## config.mk

```make
export PLATFORM = sky130hd
export DESIGN_NAME = sub_pipe_53bit
export DESIGN_NICKNAME = d
export VERILOG_FILES = /design/src/rtl/sub_pipe_pkg.sv /design/src/rtl/sub_chunk_cla.sv /design/src/rtl/sub_pipe_53bit.sv
export SDC_FILE = /design/constraint.sdc
export NUM_CORES = 1
export LEC_CHECK = 0
export CORE_AREA = 2 2 166 168
export DETAILED_ROUTE_END_ITERATION = 8
export DIE_AREA = 0 0 168 170
export GPL_ROUTABILITY_DRIVEN = 0
export PLACE_DENSITY = 0.85
export SKIP_CTS_REPAIR_TIMING = 1
export SYNTH_ARGS = -nofsm -noshare
export SYNTH_HDL_FRONTEND = slang
export SYNTH_SLANG_ARGS = --single-unit
```

## constraint.sdc

```tcl
create_clock -name i_clk -period 9.8 [get_ports i_clk]
set_input_delay 0.98 -clock i_clk [delete_from_list [all_inputs] [get_ports i_clk]]
set_output_delay 0.98 -clock i_clk [all_outputs]
set_load 0.03 [all_outputs]
```

## src/rtl/sub_pipe_pkg.sv

```systemverilog
// rtl/sub_pipe_pkg.sv - shared constants, stage sizing and stage register type
// for the pipelined lookahead subtractor.
package sub_pipe_pkg;

  localparam int SUB_WIDTH = 53;
  localparam int SUB_CHUNK = 14;

  function automatic int f_nstage(input int width, input int chunk);
    return (width + chunk - 1) / chunk;
  endfunction

  // bout is the stage's carry-out held inverted, so a cleared register reads as no borrow
  typedef struct packed {
    logic                 valid;
    logic [SUB_WIDTH-1:0] diff;
    logic                 bout;
    logic [SUB_WIDTH-1:0] a;
    logic [SUB_WIDTH-1:0] b;
  } sub_stage_t;

endpackage

```

## src/rtl/sub_chunk_cla.sv

```systemverilog
// rtl/sub_chunk_cla.sv - combinational W-bit slice computing a + ~b + cin
// with generate/propagate carry lookahead.
module sub_chunk_cla #(
  parameter int W = 14
) (
  input  logic [W-1:0] a,
  input  logic [W-1:0] b,
  input  logic         cin,
  output logic [W-1:0] d,
  output logic         cout
);

  logic [W-1:0] w_g;
  logic [W-1:0] w_p;
  logic [W:0]   w_c;

  assign w_g = a & ~b;
  assign w_p = a | ~b;

  always_comb begin
    w_c    = '0;
    w_c[0] = cin;
    for (int i = 0; i < W; i++) begin
      w_c[i+1] = w_g[i] | (w_p[i] & w_c[i]);
    end
  end

  assign d    = a ^ ~b ^ w_c[W-1:0];
  assign cout = w_c[W];

endmodule

```

## src/rtl/sub_pipe_53bit.sv

```systemverilog
// rtl/sub_pipe_53bit.sv - pipelined i_min - i_sub - i_bin, one slice per stage,
// global-stall valid/ready flow control.
module sub_pipe_53bit
  import sub_pipe_pkg::*;
#(
  parameter int WIDTH = SUB_WIDTH,
  parameter int CHUNK = SUB_CHUNK
) (
  input  logic             i_clk,
  input  logic             i_rst,
  input  logic             i_valid,
  output logic             o_ready,
  input  logic [WIDTH-1:0] i_min,
  input  logic [WIDTH-1:0] i_sub,
  input  logic             i_bin,
  output logic             o_valid,
  input  logic             i_ready,
  output logic [WIDTH:0]   o_result
);

  localparam int NSTAGE = f_nstage(WIDTH, CHUNK);

  sub_stage_t r_stage [NSTAGE];
  sub_stage_t w_next  [NSTAGE];
  logic       w_adv;
  logic       w_unused;

  assign w_adv = ~r_stage[NSTAGE-1].valid | i_ready;

  genvar s;
  generate
    for (s = 0; s < NSTAGE; s++) begin : g_stage
      localparam int LO = s * CHUNK;
      localparam int SW = (WIDTH - LO < CHUNK) ? (WIDTH - LO) : CHUNK;

      sub_stage_t    w_src;
      sub_stage_t    w_nxt;
      logic          w_cin;
      logic [SW-1:0] w_d;
      logic          w_cout;

      if (s == 0) begin : g_head
        assign w_src = '{valid: i_valid, diff: '0, bout: 1'b0, a: i_min, b: i_sub};
        assign w_cin = ~i_bin;
      end else begin : g_body
        assign w_src = r_stage[s-1];
        assign w_cin = ~r_stage[s-1].bout;
      end

      sub_chunk_cla #(.W(SW)) u_cla (
        .a    (w_src.a[LO +: SW]),
        .b    (w_src.b[LO +: SW]),
        .cin  (w_cin),
        .d    (w_d),
        .cout (w_cout)
      );

      always_comb begin
        w_nxt                 = w_src;
        w_nxt.diff[LO +: SW]  = w_d;
        w_nxt.bout            = ~w_cout;
      end

      assign w_next[s] = w_nxt;
    end
  endgenerate

  always_ff @(posedge i_clk or posedge i_rst) begin
    if (i_rst) begin
      for (int i = 0; i < NSTAGE; i++) r_stage[i] <= '0;
    end else if (w_adv) begin
      for (int i = 0; i < NSTAGE; i++) r_stage[i] <= w_next[i];
    end
  end

  // operands are fully consumed by the last stage
  assign w_unused = ^{r_stage[NSTAGE-1].a, r_stage[NSTAGE-1].b};

  assign o_ready  = w_adv;
  assign o_valid  = r_stage[NSTAGE-1].valid;
  assign o_result = {r_stage[NSTAGE-1].bout, r_stage[NSTAGE-1].diff};

endmodule

```

==> results_dict.tcl <==
set metrics [dict create \
    outcome "complete, no violations" \
    syn-cell-area_mm2 0.0132 \
    grt_pass1_vias 7265 \
    wl_met2_um 11700 \
    cts_tree "done" \
    final_common_cell "dfrtp_1" \
    syn2layout_area_growth_pct 20.9 \
    layout.nets 1122 \
    path_class "primary input to flop" \
    overflow 0 \
    num_vias 6645 \
    dp_hpwl_um 15800 \
    synth.avg_cell_area_um2 16.6 \
    worstPathMaxFanout 1 \
    worstPathArrival_ns 7.05 \
    cpPeakStageDelay_ns 0.47 \
    cts_buffers 30 \
    cts.clk_slew.worst_paths_ns 0.06 \
    die_h_um 170 \
    drt-total-wl_um 23700 \
    ys_seq_area_frac 0.558 \
    die_area_mm2 0.0286 \
    cp_cell_sequence "clkdlybuf4s50_1, inv_1, fa_1, fa_1, fa_1, fa_1, fa_1, fa_1, fa_1, fa_1, fa_1, fa_1, fa_1, inv_1, fa_1, fa_1, inv_1, fa_1, mux2_2" \
    critPathRequiredTime_ns 10.22 \
    root_buffer "clkbuf_16" \
    grtUsageTotal 0.169 \
    htree_levels 1 \
    die_w_um 168 \
    post-route-period-util 0.677 \
    ir_worst_vdd_uv 176 \
    core_area_mm2 0.0267 \
    cp_common_cell "fa_1" \
    synthCells 796 \
    rsz0062_at_grt "false" \
    yosysWarnings 0 \
    synth_seq_cells 295 \
    final_cell_mix "dfrtp_1 (294), mux2_4 (187), clkdlybuf4s50_1 (165), inv_1 (61), mux2_2 (60)" \
    slew_headroom 0.214 \
    hold_class "flop to flop" \
    clock-sinks 295 \
    tightestPinTransition_ns 1.18 \
    met3_length_um 1020 \
    drv_slew 0 \
    end_kind "flop" \
    min_period_ns 6.63 \
    ant_nets 0 \
    yosysTopAreaCell "dfrtp_1" \
    final-hold-violation-count 0 \
    critPathSlowestCell "fa_1" \
    drc 0 \
    antenna_found_initial 5 \
    setup_viol 0 \
    clock_skew_ns 0.0123 \
    cp_num_buf_inv 4 \
    cts_max_path_buffers 3 \
    ios 167 \
    start_util 0.496 \
    portBuffers 166 \
    synth.area.top_cells "dfrtp_1 (56%), mux2_4 (21%), fa_1 (8.0%)" \
    ys_types 13 \
    maxCapViolCount 0 \
    met1Wirelength_um 10300 \
    clk_latency_ns 0.54 \
    fill_cells 1951 \
    design_area_mm2 0.0160 \
    wl_per_cell_um 17.9 \
    grt_pass1_wl_um 38900 \
    firstDrtPassIters 4 \
    start_kind "primary input" \
    grt_max_degree 149 \
    routed_via_density 5.02 \
    drtIter0Drc 299 \
    drive_above_1_share 0.343 \
    setup_tns_ns 0 \
    syn-num-nets 960 \
    placed_cell_area_mm2 0.0150 \
    rows 60 \
    critPathTopFamily "adder cells" \
    cellPowerDensity_mw_per_mm2 332 \
    fmax_mhz 151 \
    synth_top_area_frac 0.558 \
    p_leak_nw 7.30 \
    top_layer_used "met4" \
]
[metal layers]
layer / vias to the layer above / GRT usage
met5: - / 0
met4: 0 / 0.0548
met3: 49 / 0.0305
met2: 129 / 0.283
met1: 3442 / 0.226
li1: 3025 / -
[cell type report]
type | instances | area [um^2] | share of cell area
Timing Repair Buffer | 173 | 1710 | 0.107
Sequential cell | 295 | 7380 | 0.461
Clock buffer | 42 | 887 | 0.0554
Antenna cell | 4 | 10.0 | 0.000625
Clock inverter | 11 | 85.1 | 0.00532
Inverter | 62 | 240 | 0.0150
Multi-Input combinational cell | 396 | 5260 | 0.329
Tap cell | 341 | 427 | 0.0267
[stage by stage]
step / hold WS (ns) / std cells / utilization / power [W] / setup WS, ns
final: 0.460 / 1324 / 0.600 / 0.00532 / 3.17
after CTS: 0.465 / 1320 / 0.600 / 0.00539 / 3.18
after global routing: 0.489 / 1322 / 0.600 / 0.00565 / 2.97
after global placement: 0.439 / 1267 / 0.564 / 0.00415 / 2.80
after floorplan: 0.430 / 796 / - / 0.00366 / 0.673
after detailed placement: 0.450 / 1267 / 0.564 / 0.00426 / 2.68
[state kept, by name (all words and copies together), names as in the netlist]
register,flops
g_stage.w_nxt,237
g_stage.w_src,3
o_result,54
o_valid,1
[worst register-to-register path, cell delays in order, from the launching register on]
cell,delay (ns)
dfrtp_1,0.43
fa_1,0.45
fa_1,0.39
fa_1,0.40
fa_1,0.39
fa_1,0.41
fa_1,0.40
fa_1,0.39
fa_1,0.39
fa_1,0.40
fa_1,0.38
inv_1,0.07
fa_1,0.16
inv_1,0.05
fa_1,0.35
inv_1,0.07
fa_1,0.15
inv_1,0.05
fa_1,0.35
mux2_2,0.27
[report_power, final]
part           switching (W)  internal [W]  total [W]
clock network       0.000456      0.000652    0.00111
logic               0.000874       0.00122    0.00209
registers           0.000368       0.00175    0.00212
total                0.00170       0.00362    0.00532
[cells in the mapped netlist (all sizes together)]
library cell,count
dfrtp,295
mux2,247
inv,62
fa,53
a21oi,47
nor3b,47
buf,34
clkbuf,9
nand2b,2
[worst paths after layout]
check | from | to | depth (start not counted) | slack [ns]
max | i_min[0] | g_stage[1].w_src[106] | 19 | 3.17
min | g_stage[3].w_nxt[160] | o_valid | 1 | 0.46
max reg2reg | g_stage[1].w_src[106] | g_stage[2].w_src[106] | 19 | 3.73
min reg2reg | g_stage[3].w_nxt[160] | o_valid | 1 | 0.46
max in group asynchronous | i_rst | g_stage[1].w_nxt[21] | 3 | 7.18
min in group asynchronous | i_rst | o_result[44] | 2 | 1.06
[logic make-up after synthesis]
| kind of cell | count (synthesis) | synth area share |
|---|---|---|
| muxes | 247 | 0.263 |
| and+or+nand+nor | 49 | 0.0276 |
| DFF | 295 | 0.558 |
| buffers and inverters | 105 | 0.0450 |
| AOI/OAI and AO/OA | 47 | 0.0260 |
| adders and majority gates | 53 | 0.0802 |
(Power assumes the default switching activity.)
